--- src/rtl/div_pkg.sv ---
// Shared types and sizing constants for the sequential shift-subtract divider.
package div_pkg;

  typedef enum logic [1:0] {
    IDLE,
    RUN,
    DONE
  } div_state_t;

  localparam int DIV_WIDTH_DEFAULT = 8;
  localparam int DIV_CNT_WIDTH_DEFAULT = $clog2(DIV_WIDTH_DEFAULT) + 1;

endpackage

--- src/rtl/seq_divider_if.sv ---
// Request/result bundle between the arithmetic-unit issuer and the divider.
interface seq_divider_if
  import div_pkg::*;
#(
  parameter int WIDTH = DIV_WIDTH_DEFAULT
);

  logic             start;
  logic [WIDTH-1:0] dividend;
  logic [WIDTH-1:0] divisor;
  logic             busy;
  logic             done;
  logic [WIDTH-1:0] quotient;
  logic [WIDTH-1:0] remainder;
  logic             div_by_zero;

  modport master (
    output start, dividend, divisor,
    input  busy, done, quotient, remainder, div_by_zero
  );

  modport slave (
    input  start, dividend, divisor,
    output busy, done, quotient, remainder, div_by_zero
  );

endinterface

--- src/rtl/div_step.sv ---
// One restoring-division iteration: shift in the next dividend bit, trial-subtract.
module div_step
  import div_pkg::*;
#(
  parameter int WIDTH = DIV_WIDTH_DEFAULT
) (
  input  logic [WIDTH-1:0] rem_in,
  input  logic             next_bit,
  input  logic [WIDTH-1:0] divisor,
  output logic [WIDTH-1:0] rem_out,
  output logic             q_bit
);

  logic [WIDTH:0] rem_shift;
  logic [WIDTH:0] trial;

  // The held remainder is always below the divisor, so WIDTH bits suffice to
  // store it; the extra bit only exists for the shifted value and the borrow.
  always_comb begin
    rem_shift = {rem_in, next_bit};
    trial     = rem_shift - {1'b0, divisor};
    q_bit     = ~trial[WIDTH];
    rem_out   = q_bit ? trial[WIDTH-1:0] : rem_shift[WIDTH-1:0];
  end

endmodule

--- src/rtl/seq_divider.sv ---
// Iterative unsigned divider retiring one quotient bit per cycle, MSB first.
module seq_divider
  import div_pkg::*;
#(
  parameter int WIDTH = DIV_WIDTH_DEFAULT
) (
  input logic         clk,
  input logic         rst,
  seq_divider_if.slave bus
);

  localparam int CNT_W = $clog2(WIDTH) + 1;

  div_state_t       state;
  logic [WIDTH-1:0] q_shift;
  logic [WIDTH-1:0] divisor_r;
  logic [WIDTH-1:0] rem_r;
  logic [WIDTH-1:0] rem_next;
  logic             q_bit;
  logic [CNT_W-1:0] count;
  logic             busy_r;
  logic             done_r;
  logic             dbz_r;
  logic [WIDTH-1:0] quot_r;
  logic [WIDTH-1:0] rem_out_r;
  logic             accept;

  assign accept = bus.start && (state != RUN);

  div_step #(.WIDTH(WIDTH)) u_step (
    .rem_in   (rem_r),
    .next_bit (q_shift[WIDTH-1]),
    .divisor  (divisor_r),
    .rem_out  (rem_next),
    .q_bit    (q_bit)
  );

  // q_shift starts as the dividend and fills with quotient bits from the LSB,
  // so after WIDTH iterations it holds the full quotient.
  always_ff @(posedge clk) begin
    if (rst) begin
      state     <= IDLE;
      q_shift   <= '0;
      divisor_r <= '0;
      rem_r     <= '0;
      count     <= '0;
      busy_r    <= 1'b0;
      done_r    <= 1'b0;
      dbz_r     <= 1'b0;
      quot_r    <= '0;
      rem_out_r <= '0;
    end else begin
      done_r <= 1'b0;
      case (state)
        IDLE, DONE: begin
          if (accept) begin
            q_shift   <= bus.dividend;
            divisor_r <= bus.divisor;
            rem_r     <= '0;
            count     <= '0;
            if (bus.divisor == '0) begin
              state     <= DONE;
              done_r    <= 1'b1;
              quot_r    <= '1;
              rem_out_r <= bus.dividend;
              dbz_r     <= 1'b1;
            end else begin
              state  <= RUN;
              busy_r <= 1'b1;
              dbz_r  <= 1'b0;
            end
          end else begin
            state <= IDLE;
          end
        end
        RUN: begin
          q_shift <= {q_shift[WIDTH-2:0], q_bit};
          rem_r   <= rem_next;
          count   <= count + 1'b1;
          if (count == CNT_W'(WIDTH - 1)) begin
            state     <= DONE;
            busy_r    <= 1'b0;
            done_r    <= 1'b1;
            quot_r    <= {q_shift[WIDTH-2:0], q_bit};
            rem_out_r <= rem_next;
          end
        end
        default: state <= IDLE;
      endcase
    end
  end

  assign bus.busy        = busy_r;
  assign bus.done        = done_r;
  assign bus.quotient    = quot_r;
  assign bus.remainder   = rem_out_r;
  assign bus.div_by_zero = dbz_r;

`ifdef FORMAL
  logic [WIDTH-1:0] dividend_f;

  always_ff @(posedge clk) begin
    if (!rst && accept) dividend_f <= bus.dividend;
  end

  always_ff @(posedge clk) begin
    if (!rst) begin
      if (state == RUN) begin
        assert (rem_r < divisor_r);
        assert (count <= CNT_W'(WIDTH - 1));
      end
      if (done_r && !dbz_r) begin
        assert (rem_out_r < divisor_r);
        assert ((2*WIDTH)'(dividend_f) ==
                (2*WIDTH)'(quot_r) * (2*WIDTH)'(divisor_r) + (2*WIDTH)'(rem_out_r));
      end
    end
  end
`endif

endmodule
--- src/flat_wrapper.sv ---
// flat-port wrapper written by rule: the top's interface ports become plain ports
module seq_divider_flat import div_pkg::*;
#(
  parameter int WIDTH = DIV_WIDTH_DEFAULT
)
  (clk, rst, bus_start, bus_dividend, bus_divisor, bus_busy, bus_done, bus_quotient, bus_remainder, bus_div_by_zero);
  seq_divider_if #(.WIDTH(WIDTH)) bus_i ();
  input logic clk;
  input logic rst;
  input wire logic [$bits(bus_i.start)-1:0] bus_start;
  input wire logic [$bits(bus_i.dividend)-1:0] bus_dividend;
  input wire logic [$bits(bus_i.divisor)-1:0] bus_divisor;
  output wire logic [$bits(bus_i.busy)-1:0] bus_busy;
  output wire logic [$bits(bus_i.done)-1:0] bus_done;
  output wire logic [$bits(bus_i.quotient)-1:0] bus_quotient;
  output wire logic [$bits(bus_i.remainder)-1:0] bus_remainder;
  output wire logic [$bits(bus_i.div_by_zero)-1:0] bus_div_by_zero;
  assign bus_i.start = bus_start;
  assign bus_i.dividend = bus_dividend;
  assign bus_i.divisor = bus_divisor;
  assign bus_busy = bus_i.busy;
  assign bus_done = bus_i.done;
  assign bus_quotient = bus_i.quotient;
  assign bus_remainder = bus_i.remainder;
  assign bus_div_by_zero = bus_i.div_by_zero;
  seq_divider #(.WIDTH(WIDTH)) u_core (.clk(clk), .rst(rst), .bus(bus_i));
endmodule
--- config.mk ---
export PLATFORM = sky130hd
export DESIGN_NAME = seq_divider_flat
export DESIGN_NICKNAME = d
export VERILOG_FILES = /design/src/rtl/div_pkg.sv /design/src/rtl/seq_divider_if.sv /design/src/rtl/div_step.sv /design/src/rtl/seq_divider.sv /design/src/flat_wrapper.sv
export SDC_FILE = /design/constraint.sdc
export NUM_CORES = 1
export LEC_CHECK = 0
export CORE_ASPECT_RATIO = 1.5
export CORE_UTILIZATION = 55
export CTS_CLUSTER_SIZE = 25
export DETAILED_ROUTE_END_ITERATION = 6
export GPL_TIMING_DRIVEN = 0
export PLACE_DENSITY = 0.81
export SLEW_MARGIN = 0
export SYNTH_ARGS = -nofsm -noshare
export SYNTH_HDL_FRONTEND = slang
export SYNTH_SLANG_ARGS = --single-unit
--- constraint.sdc ---
create_clock -name clk -period 5.3 [get_ports clk]
set_clock_uncertainty 0.05 [all_clocks]
set_input_delay 1.06 -clock clk [delete_from_list [all_inputs] [get_ports clk]]
set_output_delay 1.06 -clock clk [all_outputs]
set_load 0.05 [all_outputs]
==> results of run 1 <==
==> sequential cells by signal, summed over array words and instances, names as in the netlist <==
signal,flops
u_core.bus.quotient,8
u_core.rem_r,8
u_core.bus.busy,1
u_core.count,4
u_core.bus.done,1
u_core.q_shift,8
u_core.divisor_r,8
u_core.state,2
u_core.bus.remainder,8
u_core.bus.div_by_zero,1
==> cell families (layout without fill, tap and decap cells) <==
logic type | Yosys count | count (layout) | share of synthesized area
buf+inv | 32 | 77 | 0.05717
mux | 5 | 5 | 0.02096
compound gates | 90 | 90 | 0.2330
xor+xnor | 4 | 4 | 0.01334
flops | 49 | 49 | 0.3735
fa+ha+maj | 10 | 10 | 0.05050
simple gates | 141 | 141 | 0.2515
==> stage by stage <==
stage,utilization,std cells
after floorplan,-,331
after global placement,0.6774,432
after detailed placement,0.6774,432
after CTS,0.6964,440
after global routing,0.6964,440
final,0.6964,440
==> power breakdown <==
| group | total, W | internal, W | leakage [nW] | switching [W] |
|---|---|---|---|---|
| registers | 0.000415 | 0.000396 | 0.401 | 0.0000187 |
| logic | 0.000382 | 0.000145 | 0.727 | 0.000237 |
| clock network | 0.000221 | 0.0000942 | 0.0456 | 0.000127 |
| total | 0.00102 | 0.000635 | 1.17 | 0.000383 |
==> final timing paths <==
path                            depth (start not counted)                start                 endpoint  slack, ns
worst min-delay path                                    2  u_core.divisor_r[6]      u_core.divisor_r[6]       0.41
worst min register to register                          2  u_core.divisor_r[6]      u_core.divisor_r[6]       0.41
worst max-delay path                                    7       bus_divisor[7]  u_core.bus.remainder[6]       2.47
worst max register to register                         11    u_core.q_shift[7]  u_core.bus.remainder[3]       2.74
==> placed cells by master (no fill, tap or decap), types with 4 or more instances in the layout <==
cell	Yosys	final
a211oi_1	8	8
a21oi_1	21	21
a311oi_1	7	7
a32o_1	4	4
clkbuf_1	10	11
clkbuf_8	0	5
clkdlybuf4s50_1	0	37
dfxtp_1	49	49
ha_1	9	9
inv_1	13	13
mux2i_1	4	4
nand2_1	62	62
nand2b_1	7	7
nand3_1	7	7
nor2_1	30	30
nor3_1	5	5
nor4_1	9	9
o21ai_0	24	24
o21ai_1	4	4
or3_1	5	5
==> cell type report <==
type	instances	area [µm²]	share of cell area
clock inverter	2	13.76	0.004351
clock buffer	6	72.57	0.02294
sequential	49	980.9	0.3101
multi-input combinational	250	1495	0.4727
inverter	13	48.80	0.01543
timing repair buffer	37	370.4	0.1171
tap	64	80.08	0.02532
buffer	19	101.3	0.03204
==> layer usage <==
layer  wire length, µm  part of all wire
met3               235             0.036
met1              2828              0.43
met2              3425              0.52
met4               121             0.018
met5                 0                 0
==> critical path: stages <==
cell             delay, ns
clkdlybuf4s50_1       0.42
nor4_1                0.28
nand2_1               0.19
clkbuf_1              0.27
o21ai_0               0.31
a21oi_1               0.11
or3_1                 0.34
==> impl_metrics.csv, run 1 <==
group,metric,value,unit
final_layout,n_fill_cell,370,
placement,pre_cts_slack,2.190,ns
floorplanning,fp.dieW,58.42,µm
timing,setup_viol,0,
detailed_routing,routed_wl,6.611,mm
logic_synthesis,synth_commonest_cells,"62 x nand2_1, 49 x dfxtp_1, 30 x nor2_1",
logic_synthesis,synthTopCellsByArea,"dfxtp_1 37%, nand2_1 8.9%, o21ai_0 4.6%",
clock_network,cts_tree,"done",
clock_network,root_buffer,"clkbuf_8",
timing,tightest_slew,1.010,ns
final_layout,design_area,0.003163,mm²
detailed_routing,drt_iter0_drc,129,
detailed_routing,wl_per_cell,15.03,µm
detailed_routing,drt_drc_violations_left,0,
floorplanning,die_area,0.005061,mm²
timing,final_hold_viol_count,0,
logic_synthesis,netlist_instances,331,
final_layout,area_growth,20.44,%
placement,portBuffers,37,
timing,finalMaxSlewViolations,0,
floorplanning,start_util,0.5782,
worst_hold_path,hp-class,"flip-flop to flip-flop",
timing,fin_setup_tns,0,ns
flow_run,drv.max_cap_violation_count,0,
timing,period_share,0.5338,
clock_network,clkTransAtPathRegs,0.09,ns
worst_setup_path,cp.required,5.45,ns
global_route,grt.busiest_layer,"met2",
status,outcome,"finished clean",
global_route,grt_antenna_before_repair,0,
power_and_ir_drop,leakagePower,1.174,nW
clock_network,insertion_delay,0.31,ns
clock_network,cts_hold_buf,0,
global_route,grt_pass1_vias,2396,
timing,clock.fmax,353.5,MHz
worst_setup_path,cp-end-kind,"flip-flop",
clock_network,clock-sinks,49,
logic_synthesis,synth-seq-cells,49,
placement,place_congestion,0.8770,
power_and_ir_drop,power,0.001018,W
worst_setup_path,critical_path.max_fanout,10,
detailed_routing,vias,2539,
clock_network,cts_setup_buffers,0,
floorplanning,die_h,86.63,µm
clock_network,numCtsBuffers,5,
timing,fin_ws,2.471,ns
final_layout,fin_nets,404,
logic_synthesis,synth_top_area_cell,"dfxtp_1",
global_route,grt_overflow,0,
timing,worst_hold_slack,0.4118,ns
clock_network,cts.path.max_buffers,2,
logic_synthesis,synth_edf_count,0,
logic_synthesis,syn_area,0.002626,mm²
logic_synthesis,ys_warn_count,0,
logic_synthesis,dominantRegCellSynth,"dfxtp_1",
logic_synthesis,synth_area_per_cell,7.934,µm²
logic_synthesis,ys_types,48,
logic_synthesis,synthArstFlopShare,0,
clock_network,htreeDepth,2,
global_route,grt_pass1_wl,10.78,mm
detailed_routing,drt-vias-per-instance,5.770,
floorplanning,rows,30,
final_layout,n_antenna_cell,0,
logic_synthesis,yosysSeqAreaShare,0.3735,
global_route,gr-usage-met1,0.3286,
timing,rsz0062_at_grt,"false",
global_route,met2_usage,0.4932,
placement,dp_hpwl,4.939,mm
worst_setup_path,critPathKind,"input port to flip-flop",
worst_setup_path,cp.arrival,2.98,ns
detailed_routing,first_pass_iters,4,
global_route,grtUsageMet3,0.04328,
timing,post-route-min-period,2.829,ns
logic_synthesis,synthesis.nets,360,
global_route,grt_usage,0.2767,
logic_synthesis,synth.top_cell.area_share,0.3735,
detailed_routing,ant_nets,0,
timing,slew_headroom,0.3215,
power_and_ir_drop,ir_drop,224.1,µV
final_layout,final_layout_size_suffix_gt1_frac,0.07181,
clock_network,post_cts_resized,0,
worst_setup_path,cp-start-kind,"input port",
floorplanning,coreArea,0.004542,mm²
placement,place_area,0.003077,mm²
power_and_ir_drop,p_per_area,321.8,mW/mm²
global_route,grt_start_max_net_pins,16,
logic_synthesis,yosysMostFrequentCell,"nand2_1",
floorplanning,ios,38,
Power figures use the tool's default switching activity.
==> run 2: changes to the inputs <==
CORE_UTILIZATION = 54   (was 55)
PLACE_DENSITY = 0.79   (was 0.81)
clock period = 2.92 ns   (was 5.3 ns; I/O delays follow)
==> run 2 against run 1 <==
Sequential share of layout area is 0.17 points lower. Routed wire length is 3.3% higher. Combinational power increased by 81%. Cell count is 0.23% lower.
==> impl_metrics.csv, run 2 (synthesis results as in run 1) <==
group,metric,value,unit
status,outcome,"finished clean",
detailed_routing,wl_per_cell,15.56,µm
clock_network,insertion_delay,0.30,ns
detailed_routing,routed_wl,6.831,mm
clock_network,cts_tree,"done",
power_and_ir_drop,leakagePower,1.182,nW
floorplanning,ios,38,
timing,clock.fmax,381.8,MHz
final_layout,final_common_cell,"nand2_1",
clock_network,clock-sinks,49,
worst_setup_path,cp.arrival,2.76,ns
timing,slew_headroom,0.3747,
flow_run,drv.max_cap_violation_count,0,
placement,portBuffers,37,
placement,dp_cells,432,
floorplanning,die_area,0.005152,mm²
global_route,grt_overflow,0,
worst_setup_path,cp_cell_sequence,"inv_1 -> ha_1 -> inv_1 -> fa_1 -> a211oi_2 -> nor3_2 -> mux2_4 -> nand2_8 -> nor4_1 -> or3_1",
placement,dp_hpwl,5.325,mm
clock_network,clkTransAtPathRegs,0.10,ns
worst_setup_path,critPathSlowestCell,"fa_1",
clock_network,root_buffer,"clkbuf_8",
worst_setup_path,slowest_delay,0.41,ns
timing,rsz0062_at_grt,"false",
floorplanning,start_util,0.5735,
placement,place_area,0.003077,mm²
floorplanning,coreArea,0.004579,mm²
timing,final_hold_viol_count,0,
timing,tightest_slew,0.9307,ns
timing,period_share,0.8970,
floorplanning,fp.dieW,58.94,µm
final_layout,fin_nets,404,
worst_hold_path,hold_start,"u_core.divisor_r[7]",
worst_setup_path,critical_path.max_fanout,9,
detailed_routing,vias,2557,
worst_setup_path,critPathKind,"flip-flop to flip-flop",
detailed_routing,drt_iter0_drc,145,
clock_network,cts_hold_buf,0,
global_route,grt_antenna_before_repair,0,
final_layout,regArea,980.9,µm²
clock_network,htreeDepth,2,
final_layout,n_antenna_cell,0,
floorplanning,die_h,87.41,µm
timing,setup_viol,0,
worst_setup_path,r2r_end,"u_core.bus.remainder[0]",
final_layout,final_util,0.6945,
timing,post-route-min-period,2.619,ns
power_and_ir_drop,ir_drop,424.5,µV
final_layout,final_cell_mix,"62 x nand2_1, 49 x dfxtp_1, 37 x clkdlybuf4s50_1",
clock_network,cts.path.max_buffers,2,
worst_setup_path,cp-start-kind,"flip-flop",
floorplanning,rows,30,
worst_hold_path,whs_path_depth,2,
global_route,grt_usage,0.2867,
final_layout,n_fill_cell,428,
worst_setup_path,reg2reg_from,"u_core.q_shift[7]",
placement,place_congestion,0.8332,
worst_setup_path,cp_common_cell,"inv_1",
detailed_routing,ant_nets,0,
detailed_routing,drt-vias-per-instance,5.825,
global_route,grt_start_max_net_pins,15,
timing,finalMaxSlewViolations,0,
final_layout,final_layout_size_suffix_gt1_frac,0.07200,
worst_setup_path,regToRegSetupSlack,0.30,ns
detailed_routing,drt_drc_violations_left,0,
final_layout,fin_cells,439,
worst_setup_path,worst-r2r-cell-count,10,
clock_network,numCtsBuffers,5,
final_layout,area_growth,21.11,%
worst_setup_path,cp-end-kind,"flip-flop",
timing,fin_setup_tns,0,ns
detailed_routing,first_pass_iters,4,
worst_hold_path,whs_endpoint,"u_core.divisor_r[7]",
worst_setup_path,cp.required,3.06,ns
global_route,grt_pass1_vias,2459,
power_and_ir_drop,p_per_area,603.2,mW/mm²
global_route,grt_pass1_wl,11.18,mm
clock_network,post_cts_resized,0,
final_layout,multi_input_area,0.001495,mm²
clock_network,cts_setup_buffers,0,
timing,worst_hold_slack,0.4098,ns
worst_hold_path,hp-class,"flip-flop to flip-flop",
final_layout,design_area,0.003181,mm²
run 2: cell count changes in the layout (fill, tap and decap cells not counted):
cell,before,now
inv_6,1,0
clkbuf_1,11,10
bufinv_16,0,1
run 2: worst max path at each step:
stage,from,endpoint,cells after the start
after detailed placement,u_core.q_shift[7],u_core.bus.remainder[0],10
after global placement,bus_start,u_core.bus.remainder[0],8
after global routing,u_core.q_shift[7],u_core.bus.remainder[6],10
after CTS,u_core.q_shift[7],u_core.bus.remainder[0],10
final,u_core.q_shift[7],u_core.bus.remainder[0],10
after floorplan,u_core.q_shift[7],u_core.bus.remainder[2],10
run 2: per-stage QoR:
stage	power [W]	setup slack [ns]
2_1_floorplan	0.001263	0.5945
3_3_place_gp	0.001436	0.3535
3_5_place_dp	0.001453	0.2999
4_1_cts	0.001915	0.2795
5_1_grt	0.002015	0.1735
6_report	0.001919	0.3008
run 2: routing by layer:
layer / vias up / GRT usage / part of all wire
met5: - / 0 / 0
met4: 0 / 0.09524 / 0.018
met3: 11 / 0.03269 / 0.028
met2: 65 / 0.5455 / 0.54
met1: 1217 / 0.3191 / 0.41
li1: 1264 / - / -
run 2: layout make-up:
type / count / share of cell area
Tap cell: 64 / 0.02518
Timing Repair Buffer: 37 / 0.1164
Multi-Input combinational cell: 250 / 0.4701
Inverter: 13 / 0.01534
Buffer: 19 / 0.03186
Clock inverter: 2 / 0.01101
Clock buffer: 5 / 0.02164
Sequential cell: 49 / 0.3084
run 2: power breakdown:
group	switching, W	total (W)	internal (W)
sequential	0.0000349	0.000754	0.000719
clock	0.000224	0.000473	0.000249
combinational	0.000428	0.000692	0.000263
run 2: worst max-delay path, delay by kind of cell, from the launching register on:
family	cells	cell delay, ns
multiplexers	1	0.39
AO/OA/AOI/OAI	1	0.36
buffers and inverters	2	0.14
flip-flops	1	0.34
adder cells (fa/ha/maj)	2	0.57
AND/OR/NAND/NOR	4	0.67
==> run 3: changes to the inputs <==
GPL_ROUTABILITY_DRIVEN = 0   (was not set)
==> results of run 3 <==
Final layout, timing and power as in run 2 (identical DEF).
